<file path="config.mk">
export PLATFORM = sky130hd
export DESIGN_NAME = ahb_lite_top
export DESIGN_NICKNAME = d
export VERILOG_FILES = /design/src/rtl/ahb_lite_pkg.sv /design/src/rtl/ahb_lite_uart.sv /design/src/rtl/ahb_lite_top.sv
export SDC_FILE = /design/constraint.sdc
export NUM_CORES = 1
export LEC_CHECK = 0
export ABC_AREA = 0
export ABC_CLOCK_PERIOD_IN_PS = 4300
export CORE_UTILIZATION = 39
export CTS_CLUSTER_DIAMETER = 40
export DETAILED_ROUTE_END_ITERATION = 10
export GPL_TIMING_DRIVEN = 0
export HOLD_SLACK_MARGIN = 0.1
export PLACE_DENSITY = 0.66
export RECOVER_POWER = 50
export SLEW_MARGIN = 15
export SYNTH_ARGS = -nofsm -noshare
export SYNTH_HDL_FRONTEND = slang
export SYNTH_HIERARCHICAL = 1
export SYNTH_SLANG_ARGS = --single-unit
</file>
<file path="constraint.sdc">
create_clock -name clk -period 4.3 [get_ports clk]
set_clock_uncertainty 0.1 [all_clocks]
set_input_delay 0.645 -clock clk [delete_from_list [all_inputs] [get_ports clk]]
set_output_delay 0.645 -clock clk [all_outputs]
set_load 0.1 [all_outputs]
</file>
<file path="src/rtl/ahb_lite_pkg.sv">
// ahb_lite_pkg: slave-select codes, RAM sizing, UART frame length and CTRL bit positions.
// Also supplies the const_defines defaults for AHB_ADDR_WIDTH, AHB_DATA_WIDTH, CLK_FRE, BAUD_RATE.
`ifndef AHB_ADDR_WIDTH
`define AHB_ADDR_WIDTH 32
`endif
`ifndef AHB_DATA_WIDTH
`define AHB_DATA_WIDTH 32
`endif
`ifndef CLK_FRE
`define CLK_FRE 50
`endif
`ifndef BAUD_RATE
`define BAUD_RATE 115200
`endif

package ahb_lite_pkg;
    typedef enum logic [1:0] {
        SEL_UART = 2'b00,
        SEL_CTRL = 2'b01,
        SEL_RSVD = 2'b10,
        SEL_RAM  = 2'b11
    } sel_e;

    typedef enum logic [1:0] {ST_IDLE, ST_START, ST_DATA, ST_STOP} uart_st_e;

    localparam int RAM_DEPTH  = 256;
    localparam int RAM_IW     = 8;
    localparam int FRAME_BITS = 34;
    localparam int CTRL_TX_EN = 0;
    localparam int CTRL_RX_EN = 1;
endpackage

</file>
<file path="src/rtl/ahb_lite_uart.sv">
// ahb_uart: start/data/stop bit-timing FSMs; transmitter always present,
// receiver only when UART_RX_EN is defined (otherwise RXDATA reads as 0).
module ahb_uart
    import ahb_lite_pkg::*;
#(
    parameter int DW      = 32,
    parameter int BIT_CYC = 434
) (
    input  logic          clk,
    input  logic          rstn,
    input  logic          tx_en,
    input  logic          rx_en,
    input  logic          tx_req,
    input  logic [DW-1:0] tx_data,
    input  logic          rx_pin,
    output logic          tx_pin,
    output logic [DW-1:0] rxdata
);
    localparam int CW = $clog2(BIT_CYC + 1);
    localparam int IW = $clog2(DW);

    uart_st_e      tx_st, tx_nx;
    logic [CW-1:0] tx_cyc;
    logic [IW-1:0] tx_idx;
    logic [DW-1:0] tx_sh;
    logic          tx_tick;

    assign tx_tick = tx_cyc == CW'(BIT_CYC - 1);

    always_ff @(posedge clk or negedge rstn) begin
        if (!rstn) tx_st <= ST_IDLE;
        else       tx_st <= tx_nx;
    end

    always_comb begin
        tx_nx = tx_st;
        case (tx_st)
            ST_IDLE:  tx_nx = tx_req && tx_en ? ST_START : ST_IDLE;
            ST_START: tx_nx = tx_tick ? ST_DATA : ST_START;
            ST_DATA:  tx_nx = tx_tick && tx_idx == IW'(DW - 1) ? ST_STOP : ST_DATA;
            ST_STOP:  tx_nx = tx_tick ? ST_IDLE : ST_STOP;
            default:  tx_nx = ST_IDLE;
        endcase
        tx_pin = tx_st == ST_START ? 1'b0 : tx_st == ST_DATA ? tx_sh[0] : 1'b1;
    end

    // The shifter tracks the write bus while idle so the launching word is captured on the start edge.
    always_ff @(posedge clk or negedge rstn) begin
        if (!rstn) begin
            tx_cyc <= '0;
            tx_idx <= '0;
            tx_sh  <= '0;
        end else begin
            tx_cyc <= tx_st == ST_IDLE || tx_tick ? '0 : tx_cyc + 1'b1;
            tx_idx <= tx_st != ST_DATA ? '0 : tx_idx + IW'(tx_tick);
            tx_sh  <= tx_st == ST_IDLE ? tx_data : tx_st == ST_DATA && tx_tick ? tx_sh >> 1 : tx_sh;
        end
    end

`ifdef UART_RX_EN
    uart_st_e      rx_st, rx_nx;
    logic [CW-1:0] rx_cyc;
    logic [IW-1:0] rx_idx;
    logic [DW-1:0] rx_sh;
    logic [1:0]    rx_sync;
    logic          rx_prev, rx_bit, rx_tick;

    assign rx_bit  = rx_sync[1];
    assign rx_tick = rx_cyc == CW'(rx_st == ST_START ? BIT_CYC / 2 - 1 : BIT_CYC - 1);

    always_ff @(posedge clk or negedge rstn) begin
        if (!rstn) rx_st <= ST_IDLE;
        else       rx_st <= rx_nx;
    end

    // Start waits half a bit so every later tick lands mid-bit.
    always_comb begin
        rx_nx = rx_st;
        case (rx_st)
            ST_IDLE:  rx_nx = rx_en && rx_prev && !rx_bit ? ST_START : ST_IDLE;
            ST_START: rx_nx = !rx_tick ? ST_START : rx_bit ? ST_IDLE : ST_DATA;
            ST_DATA:  rx_nx = rx_tick && rx_idx == IW'(DW - 1) ? ST_STOP : ST_DATA;
            ST_STOP:  rx_nx = rx_tick ? ST_IDLE : ST_STOP;
            default:  rx_nx = ST_IDLE;
        endcase
    end

    always_ff @(posedge clk or negedge rstn) begin
        if (!rstn) begin
            rx_sync <= 2'b11;
            rx_prev <= 1'b1;
            rx_cyc  <= '0;
            rx_idx  <= '0;
            rx_sh   <= '0;
            rxdata  <= '0;
        end else begin
            rx_sync <= {rx_sync[0], rx_pin};
            rx_prev <= rx_bit;
            rx_cyc  <= rx_st == ST_IDLE || rx_tick ? '0 : rx_cyc + 1'b1;
            rx_idx  <= rx_st != ST_DATA ? '0 : rx_idx + IW'(rx_tick);
            rx_sh   <= rx_st == ST_DATA && rx_tick ? {rx_bit, rx_sh[DW-1:1]} : rx_sh;
            rxdata  <= rx_st == ST_STOP && rx_tick && rx_bit ? rx_sh : rxdata;
        end
    end
`else
    logic unused_rx;
    assign unused_rx = ^{rx_pin, rx_en};
    assign rxdata    = '0;
`endif
endmodule

</file>
<file path="src/rtl/ahb_lite_top.sv">
// ahb_lite_top: single-master AHB-Lite slave slice with RAM, CTRL register and UART.
// Define UART_RX_EN to build the UART receiver.
module ahb_lite_top
    import ahb_lite_pkg::*;
#(
    parameter int AW       = `AHB_ADDR_WIDTH,
    parameter int DW       = `AHB_DATA_WIDTH,
    parameter int CLK_FRE  = `CLK_FRE,
    parameter int BAUD     = `BAUD_RATE,
    parameter int BIT_CYC  = CLK_FRE * 1000000 / BAUD
) (
    input  logic          clk,
    input  logic          rstn,
    input  logic [AW-1:0] haddr_i,
    input  logic          hwrite_i,
    input  logic          haddr_ctrl_i,
    input  logic [DW-1:0] hwdata_i,
    input  logic          hbusreq_i,
    input  logic          rx_pin,
    output logic          tx_pin
);
    logic              hgrant, dp_valid, dp_write, wr, rd;
    sel_e              dp_sel;
    logic [RAM_IW-1:0] dp_idx;
    logic [DW-1:0]     ctrl, rxdata, hrdata;
    logic [DW-1:0]     ram [RAM_DEPTH];

    assign wr = dp_valid && dp_write;
    assign rd = dp_valid && !dp_write;

    always_ff @(posedge clk or negedge rstn) begin
        if (!rstn) begin
            hgrant   <= 1'b0;
            dp_valid <= 1'b0;
            dp_write <= 1'b0;
            dp_sel   <= SEL_UART;
            dp_idx   <= '0;
            ctrl     <= '0;
        end else begin
            hgrant   <= hbusreq_i;
            dp_valid <= hgrant && haddr_ctrl_i;
            if (hgrant && haddr_ctrl_i) begin
                dp_write <= hwrite_i;
                dp_sel   <= sel_e'(haddr_i[AW-1:AW-2]);
                dp_idx   <= haddr_i[RAM_IW-1:0];
            end
            if (wr && dp_sel == SEL_CTRL) ctrl <= hwdata_i;
        end
    end

    always_ff @(posedge clk) begin
        if (wr && dp_sel == SEL_RAM) ram[dp_idx] <= hwdata_i;
    end

    always_comb begin
        hrdata = !rd ? '0 : dp_sel == SEL_RAM ? ram[dp_idx] : dp_sel == SEL_CTRL ? ctrl :
                 dp_sel == SEL_UART ? rxdata : '0;
    end

    // The read bus has no port in this slice; fold it and the undecoded address bits into a sink.
    logic unused_top;
    assign unused_top = ^{haddr_i[AW-3:RAM_IW], hrdata};

    ahb_uart #(.DW(DW), .BIT_CYC(BIT_CYC)) u_uart (
        .clk     (clk),
        .rstn    (rstn),
        .tx_en   (ctrl[CTRL_TX_EN]),
        .rx_en   (ctrl[CTRL_RX_EN]),
        .tx_req  (wr && dp_sel == SEL_UART),
        .tx_data (hwdata_i),
        .rx_pin  (rx_pin),
        .tx_pin  (tx_pin),
        .rxdata  (rxdata)
    );
endmodule

</file>
==> results of run 1 <==
## power by group through the flow
| stage | Clock [mW] | Combinational (mW) | Sequential, mW |
|---|---|---|---|
| 3_3_place_gp | 0 | 0.695 | 0.782 |
| 6_report | 0.338 | 0.695 | 0.781 |
| 4_1_cts | 0.353 | 0.707 | 0.782 |
| 2_1_floorplan | 0 | 0.545 | 0.763 |
| 5_1_grt | 0.371 | 0.783 | 0.805 |
| 3_5_place_dp | 0 | 0.706 | 0.790 |
## through the flow
stage | instances | total power [mW]
floorplan | 238 | 1.31
global placement | 354 | 1.48
detailed placement | 354 | 1.50
CTS | 361 | 1.84
global route | 361 | 1.96
finish | 361 | 1.81
## cell usage in the layout (no fill, tap or decap), types with 2 or more instances in the layout
cell type,instances
mux2i_1,31
o21ai_0,36
mux2_2,3
and2_1,2
o21ai_1,30
buf_2,3
clkbuf_8,6
clkdlybuf4s50_1,37
xnor2_1,4
xor2_1,3
buf_6,3
nand2_1,7
inv_1,5
nor2_1,13
a21oi_1,4
nand4_1,2
clkbuf_1,9
nand3_1,8
dfrtp_1,54
ha_1,4
and3_1,2
## area by class of cell
type | instances | area [um2]
Clock buffer | 6 | 82.6
Fill cell | 579 | 3180
Inverter | 5 | 18.8
Tap cell | 77 | 96.3
Sequential cell | 54 | 1350
Buffer | 14 | 78.8
Timing Repair Buffer | 39 | 384
Clock inverter | 1 | 30.0
Multi-Input combinational cell | 165 | 1130
## state kept, by name (all words and copies together), names as in the netlist
signal,count
u_uart/tx_st,2
u_uart/tx_idx,5
dp_sel,2
hgrant,1
dp_valid,1
u_uart/tx_cyc,9
dp_write,1
u_uart/tx_sh,32
ctrl,1
## critical path: stages, from the launching register on
cell and delay (ps):
dfrtp_1 370, clkbuf_1 360, nand2b_1 240, nor2_1 60, a21oi_1 150, clkdlybuf4s50_1 1160
## how the worst max path moves through the flow
stage                     from               end  slack [ps]  cells past startpoint
2_1_floorplan  u_uart/tx_st[0]            tx_pin        1220                      4
3_3_place_gp              rstn  u_uart/tx_sh[17]         790                      1
3_5_place_dp   u_uart/tx_st[0]            tx_pin        1190                      5
4_1_cts        u_uart/tx_st[0]            tx_pin         850                      5
5_1_grt                   rstn  u_uart/tx_sh[20]         660                      1
6_report       u_uart/tx_st[0]            tx_pin         910                      5
## per-layer routing
layer	vias to the layer above	GRT usage [%]	wire length, um
li1	939	-	-
met3	2	3.18	241
met4	0	2.82	15
met2	42	24.1	2260
met5	-	0	0
met1	928	21.0	2320
==> impl_metrics.ini, run 1 <==
[outcome]
status = complete, but fails checks
violations = capacitance limit, slew limit

[worst_hold_path]
min_to = u_uart/tx_cyc[8]
hold_path_class = register to register
min_path_cells = 1
hold_path_startpoint = u_uart/tx_cyc[8]

[clock_network]
cts_buffer_depth = 2
cts_tree = built
hold_buffers = 0
clockRootBuffer = clkbuf_8
cts-resized-gates = 0
numCtsBuffers = 5
htree_levels = 2
clk_pin_slew_worst_paths_ps = 90
cts.sink_count = 54
post_cts_buffers = 0
clock_latency_ps = 300

[cells_and_area]
area_growth_pct = 23.0
drive_above_1_share_pct = 7.75
diodes = 0
final_util_pct = 49.9
finalInstanceArea_um2 = 3170
fin_nets = 358

[synthesis]
postSynthCellCount = 238
synth_area_um2 = 2570
synth_area_per_cell_um2 = 10.8
syn_nets = 312
ys_warn_count = 6

[global_routing]
grt_use_total_pct = 15.0
grt_max_degree = 55
grt_pass1_wl_mm = 8.51
grt_antenna_before_repair = 0
grt_pass1_vias = 1872
grt-ovfl-total = 0

[worst_setup_path]
r2r_end = u_uart/tx_idx[4]
crit_path_end_kind = primary output
critPathMaxFanout = 10
r2r_cells = 8
cp.required_ps = 3560
arrival_ps = 2640
r2r_slack_ps = 2260
critPathLaunchType = register
critPathKind = register to primary output
r2r_start = u_uart/tx_cyc[2]

[power]
p_sw_share_pct = 34.5
p_sw_mw = 0.625
p_comb_share_pct = 38.3
leakagePower_nw = 1.40
pwr-share-clk_pct = 18.6
ir_worst_vdd_v = 0.000267
p_int_mw = 1.19
powerDensity_nw_per_um2 = 572
p_seq_share_pct = 43.0

[sta]
clock.fmax_mhz = 295
rsz0062_at_grt = false
final_max_slew_viol_count = 55
post-route-min-period_ps = 3390
hold_ws_ps = 409
worst_slack_ps = 911
setup_viol = 0
fin_tns_setup_ps = 0
finalCritPeriodShare_pct = 78.8
tightestPinTransition_ps = 2830
timing.slew.headroom_pct = -88.7
finalHoldViolCount = 0

[floorplanning]
core-area_um2 = 6350
initial_core_util_pct = 40.6
rows = 29
die_area_um2 = 6930
io_pins = 71
die_x_um = 83.3
die_h_um = 83.3

[run]
maxCapViolCount = 1

[place]
dp_hpwl_mm = 3.35
place_area_um2 = 3060
dp_slack_ps = 1190
portBuffers = 39
gp_congestion = 0.792

[detailed_routing]
drt-pass1-iter-count = 4
vias_per_cell = 5.29
vias = 1911
ant_nets = 0
postRouteWirelength_mm = 4.84
remaining_drc_errors = 0
wire_per_inst_um = 13.4
drtIter0Drc = 120
Power figures use the tool's default switching activity.
==> run 2: changes to the inputs <==
ABC_CLOCK_PERIOD_IN_PS = 3300   (was 4300)
clock period = 3.3 ns   (was 4.3 ns; I/O delays follow)
==> run 2 against run 1 <==
Net effect: the flow now finishes without violations; via count hardly changed; final area stayed put; critical path type unchanged; count of clock-buffer cells in the layout is the same; routed wire length about the same; global-route usage is essentially flat; die area unchanged; sequential share of layout area is the same; largest cell class unchanged; power is 30% higher; worst setup slack got worse by 570 ps; register-to-register slack got worse by 1000 ps; worst hold slack got worse by 28 ps.
==> impl_metrics.ini, run 2 (same netlist as run 1, synthesis figures left out) <==
[cells_and_area]
final-seq-area_um2 = 1350
fillers = 578
finalNonFillerCells = 361
finalInstanceArea_um2 = 3170
largest_reg_flops = 32
drive_above_1_share_pct = 8.10
layout_commonest_cell = dfrtp_1
final_cell_mix = dfrtp_1, clkdlybuf4s50_1, o21ai_0, mux2i_1, o21ai_1
multi_input_area_um2 = 1130
largestRegisters = u_uart/tx_sh: 32 flops, u_uart/tx_cyc: 9 flops, u_uart/tx_idx: 5 flops
area_growth_pct = 23.0
top_register = u_uart/tx_sh
fin_nets = 358
diodes = 0

[sta]
clock.fmax_mhz = 338
setup_viol = 0
worst_slack_ps = 344
finalHoldViolCount = 0
timing.slew.headroom_pct = 12.2
tightestPinTransition_ps = 1320
post-route-min-period_ps = 2960
final_max_slew_viol_count = 0
finalCritPeriodShare_pct = 89.6
fin_tns_setup_ps = 0
rsz0062_at_grt = false

[clock_network]
cts_tree = built
clockRootBuffer = clkbuf_8
clock_latency_ps = 300
numCtsBuffers = 5
hold_buffers = 0
htree_levels = 2
post_cts_buffers = 0
clk_pin_slew_worst_paths_ps = 90
cts_buffer_depth = 2
cts.sink_count = 54

[detailed_routing]
drtIter0Drc = 117
vias_per_cell = 5.30
remaining_drc_errors = 0
postRouteWirelength_mm = 4.84
vias = 1912
drt-pass1-iter-count = 4
ant_nets = 0
wire_per_inst_um = 13.4

[worst_setup_path]
r2r_start = u_uart/tx_cyc[2]
cp.required_ps = 2700
r2r_slack_ps = 1260
path_buf_inv = 2
crit_chain = clkbuf_1 > nand2b_1 > nor2_1 > a21oi_1 > dlygate4sd2_1
r2r_end = u_uart/tx_idx[4]
crit_path_end_kind = primary output
worst_path_max_delay_cell = dlygate4sd2_1
path_delay_family = buffers and inverters
critPathLaunchType = register
arrival_ps = 2360
critPathKind = register to primary output
critPathMaxFanout = 10
max_stage_delay_ps = 880
r2r_cells = 8

[run]
maxCapViolCount = 0

[place]
dp_hpwl_mm = 3.35
dp.cells = 354
gp_congestion = 0.792
dp_slack_ps = 341
place_area_um2 = 3060
portBuffers = 39

[floorplanning]
die_x_um = 83.3
initial_core_util_pct = 40.6
rows = 29
core-area_um2 = 6350
die_h_um = 83.3
die_area_um2 = 6930
io_pins = 71

[power]
leakagePower_nw = 1.41
p_comb_share_pct = 38.2
powerDensity_nw_per_um2 = 745
p_sw_share_pct = 34.6
p_seq_share_pct = 43.1
pwr-share-clk_pct = 18.7
ir_worst_vdd_v = 0.000348
p_sw_mw = 0.815
p_int_mw = 1.54

[global_routing]
grt-ovfl-total = 0
grt_antenna_before_repair = 0
grt_pass1_vias = 1872
grt_use_total_pct = 15.0
grt_max_degree = 55
grt_pass1_wl_mm = 8.51

[worst_hold_path]
hold_path_class = input pin to asynchronous set/reset pin

[outcome]
status = finished clean
run 2: cell count changes in the layout (fill, tap and decap cells not counted), sizes merged:
cell	change
clkdlybuf4s50	-1
dlygate4sd2	+1
run 2: power groups by stage:
stage / clock [mW] / combinational (mW) / sequential, mW
after floorplan: 0 / 0.711 / 0.994
after global placement: 0 / 0.906 / 1.02
after detailed placement: 0 / 0.920 / 1.03
after CTS: 0.460 / 0.916 / 1.02
after global routing: 0.483 / 1.02 / 1.05
final: 0.441 / 0.901 / 1.02
run 2: how the worst max path moves through the flow:
| stage | start | end | slack (ps) | depth (start not counted) |
|---|---|---|---|---|
| 3_5_place_dp | u_uart/tx_st[0] | tx_pin | 340 | 5 |
| 2_1_floorplan | u_uart/tx_st[0] | tx_pin | 370 | 4 |
| 3_3_place_gp | rstn | u_uart/tx_sh[17] | -60 | 1 |
| 6_report | u_uart/tx_st[0] | tx_pin | 340 | 5 |
| 4_1_cts | u_uart/tx_st[0] | tx_pin | 290 | 5 |
| 5_1_grt | u_uart/tx_st[0] | tx_pin | 190 | 5 |
run 2: final cells by class:
cell class | instances | area share [%]
multi-input cells | 165 | 35.5
plain buffers | 14 | 2.49
clock buffers | 6 | 2.61
clock inverters | 1 | 0.948
inverters | 5 | 0.592
flip-flops and latches | 54 | 42.7
well taps | 77 | 3.04
repair buffers | 39 | 12.1
run 2: per-stage QoR:
stage	utilization (%)	power, mW	hold slack (ps)
2_1_floorplan	-	1.70	99.4
3_3_place_gp	48.2	1.92	381
3_5_place_dp	48.2	1.95	382
4_1_cts	49.9	2.40	156
5_1_grt	49.9	2.55	439
6_report	49.9	2.36	381
run 2: per-layer routing:
layer,part of all wire (%),GRT usage (%)
met1,48,21.0
met4,0.31,2.82
met5,0,0
met3,4.8,3.18
met2,46,24.1
run 2: repair_timing:
action	in CTS	in global routing
endpoints found under the hold margin	0	0
resized for setup	1	0
endpoints found under the setup margin	1	0
==> run 3: changes to the inputs <==
CORE_MARGIN = 2   (was not set)
==> run 3 against run 2 <==
Net effect: power shrank 3.5%; sequential power is essentially flat; combinational power grew 0.6%; worst hold slack gained 4.0 ps; final area shrank 0.83%; count of clock-buffer cells in the layout is the same; first-iteration DRC count shrank 15%; sequential share of layout area grew 0.36 points; non-clock buffer count is the same.
==> impl_metrics.ini, run 3 (same netlist as run 1, synthesis figures left out) <==
[floorplanning]
initial_core_util_pct = 40.6
die_area_um2 = 7270
die_h_um = 85.3
die_x_um = 85.3
core-area_um2 = 6350
io_pins = 71
rows = 29

[cells_and_area]
final_util_pct = 49.5
multi_input_area_um2 = 1130
largestRegisters = u_uart/tx_sh: 32 flops, u_uart/tx_cyc: 9 flops, u_uart/tx_idx: 5 flops
area_growth_pct = 22.0
final-seq-area_um2 = 1350
largest_reg_flops = 32
top_register = u_uart/tx_sh
layout_commonest_cell = dfrtp_1
fillers = 572
final_cell_mix = dfrtp_1, clkdlybuf4s50_1, o21ai_0, mux2i_1, o21ai_1
drive_above_1_share_pct = 8.07
diodes = 0
fin_nets = 358

[sta]
final_max_slew_viol_count = 0
post-route-min-period_ps = 2990
setup_viol = 0
timing.slew.headroom_pct = 10.6
rsz0062_at_grt = false
tightestPinTransition_ps = 1340
worst_slack_ps = 314
finalHoldViolCount = 0
clock.fmax_mhz = 335
finalCritPeriodShare_pct = 90.5

[worst_setup_path]
r2r_start = u_uart/tx_cyc[2]
r2r_slack_ps = 1250
critPathLaunchType = register
arrival_ps = 2390
r2r_cells = 8
r2r_end = u_uart/tx_idx[4]
critPathKind = register to primary output
cp.required_ps = 2700
crit_path_end_kind = primary output
critPathMaxFanout = 10

[place]
dp_slack_ps = 345
gp_congestion = 0.787
dp_hpwl_mm = 3.40
portBuffers = 39

[power]
p_comb_share_pct = 39.8
pwr-share-clk_pct = 15.8
p_sw_share_pct = 36.3
ir_worst_vdd_v = 0.000277
p_sw_mw = 0.825
leakagePower_nw = 1.39
p_seq_share_pct = 44.5
report.power.total_mw = 2.28
powerDensity_nw_per_um2 = 725
p_int_mw = 1.45

[detailed_routing]
vias = 1904
remaining_drc_errors = 0
drt-pass1-iter-count = 4
vias_per_cell = 5.26
wire_per_inst_um = 13.5
ant_nets = 0
drtIter0Drc = 99
postRouteWirelength_mm = 4.89

[outcome]
status = finished clean

[global_routing]
grt_pass1_wl_mm = 8.66
grt_use_total_pct = 14.8
grt-ovfl-total = 0
grt_max_degree = 55
grt_pass1_vias = 1919
grt_antenna_before_repair = 0

[clock_network]
clk_pin_slew_worst_paths_ps = 100
cts.sink_count = 54
numCtsBuffers = 5
clockRootBuffer = clkbuf_8
hold_buffers = 0
cts_buffer_depth = 2
htree_levels = 2
clock_latency_ps = 310
post_cts_buffers = 0
cts_tree = built

[run]
maxCapViolCount = 0

[worst_hold_path]
hold_path_class = input pin to asynchronous set/reset pin
## run 3: cell count changes in the layout (fill, tap and decap cells not counted)
cell | before | now
bufinv_16 | 1 | 0
clkbuf_1 | 8 | 9
clkbuf_8 | 6 | 5
clkinv_2 | 0 | 1
clkinv_4 | 0 | 1
## run 3: routing by layer
layer | up-vias | GRT usage (%) | wire length, um
li1 | 939 | - | -
met1 | 920 | 20.1 | 2370
met2 | 43 | 23.7 | 2240
met3 | 2 | 3.79 | 258
met4 | 0 | 3.90 | 14
met5 | - | 0 | 0
## run 3: power by group through the flow
stage          logic [mW]  clock network [mW]  registers, mW
2_1_floorplan       0.711                   0          0.994
3_3_place_gp        0.904                   0           1.02
3_5_place_dp        0.921                   0           1.02
4_1_cts             0.918               0.379           1.01
5_1_grt              1.02               0.409           1.04
6_report            0.906               0.359           1.01
## run 3: repair_timing
| action | CTS | global route |
|---|---|---|
| endpoints found under the hold margin | 0 | 0 |
| gates resized for setup | 1 | 0 |
| setup endpoints to repair | 1 | 0 |
## run 3: per-stage QoR
stage / hold slack (ps) / cells / setup TNS, ps / cell area, um2
final: 385 / 362 / 0 / 3140
after global routing: 429 / 362 / 0 / 3140
after CTS: 140 / 362 / 0 / 3140
after detailed placement: 384 / 354 / 0 / 3060
after global placement: 382 / 354 / -2310 / 3060
after floorplan: 99.4 / 238 / 0 / 2570
## run 3: how the worst max path moves through the flow
stage	startpoint	endpoint	slack (ps)	cells past startpoint
2_1_floorplan	u_uart/tx_st[0]	tx_pin	370	4
3_3_place_gp	rstn	u_uart/tx_sh[16]	-50	1
3_5_place_dp	u_uart/tx_st[0]	tx_pin	350	5
4_1_cts	u_uart/tx_st[0]	tx_pin	270	5
5_1_grt	u_uart/tx_st[0]	tx_pin	150	5
6_report	u_uart/tx_st[0]	tx_pin	310	5
## run 3: layout make-up
type                       instances  share of cell area, %
clock buffer                       6                   2.31
tap                               77                   3.07
timing repair buffer              39                   12.2
multi-input combinational        165                   35.8
buffer                            14                   2.51
clock inverter                     2                  0.438
sequential                        54                   43.0
inverter                           5                  0.597
## run 3: critical path, stage by stage (launching register included)
cell and delay [ps]:
dfrtp_1 370, clkbuf_1 380, nand2b_1 240, nor2_1 60, a21oi_1 160, dlygate4sd2_1 880
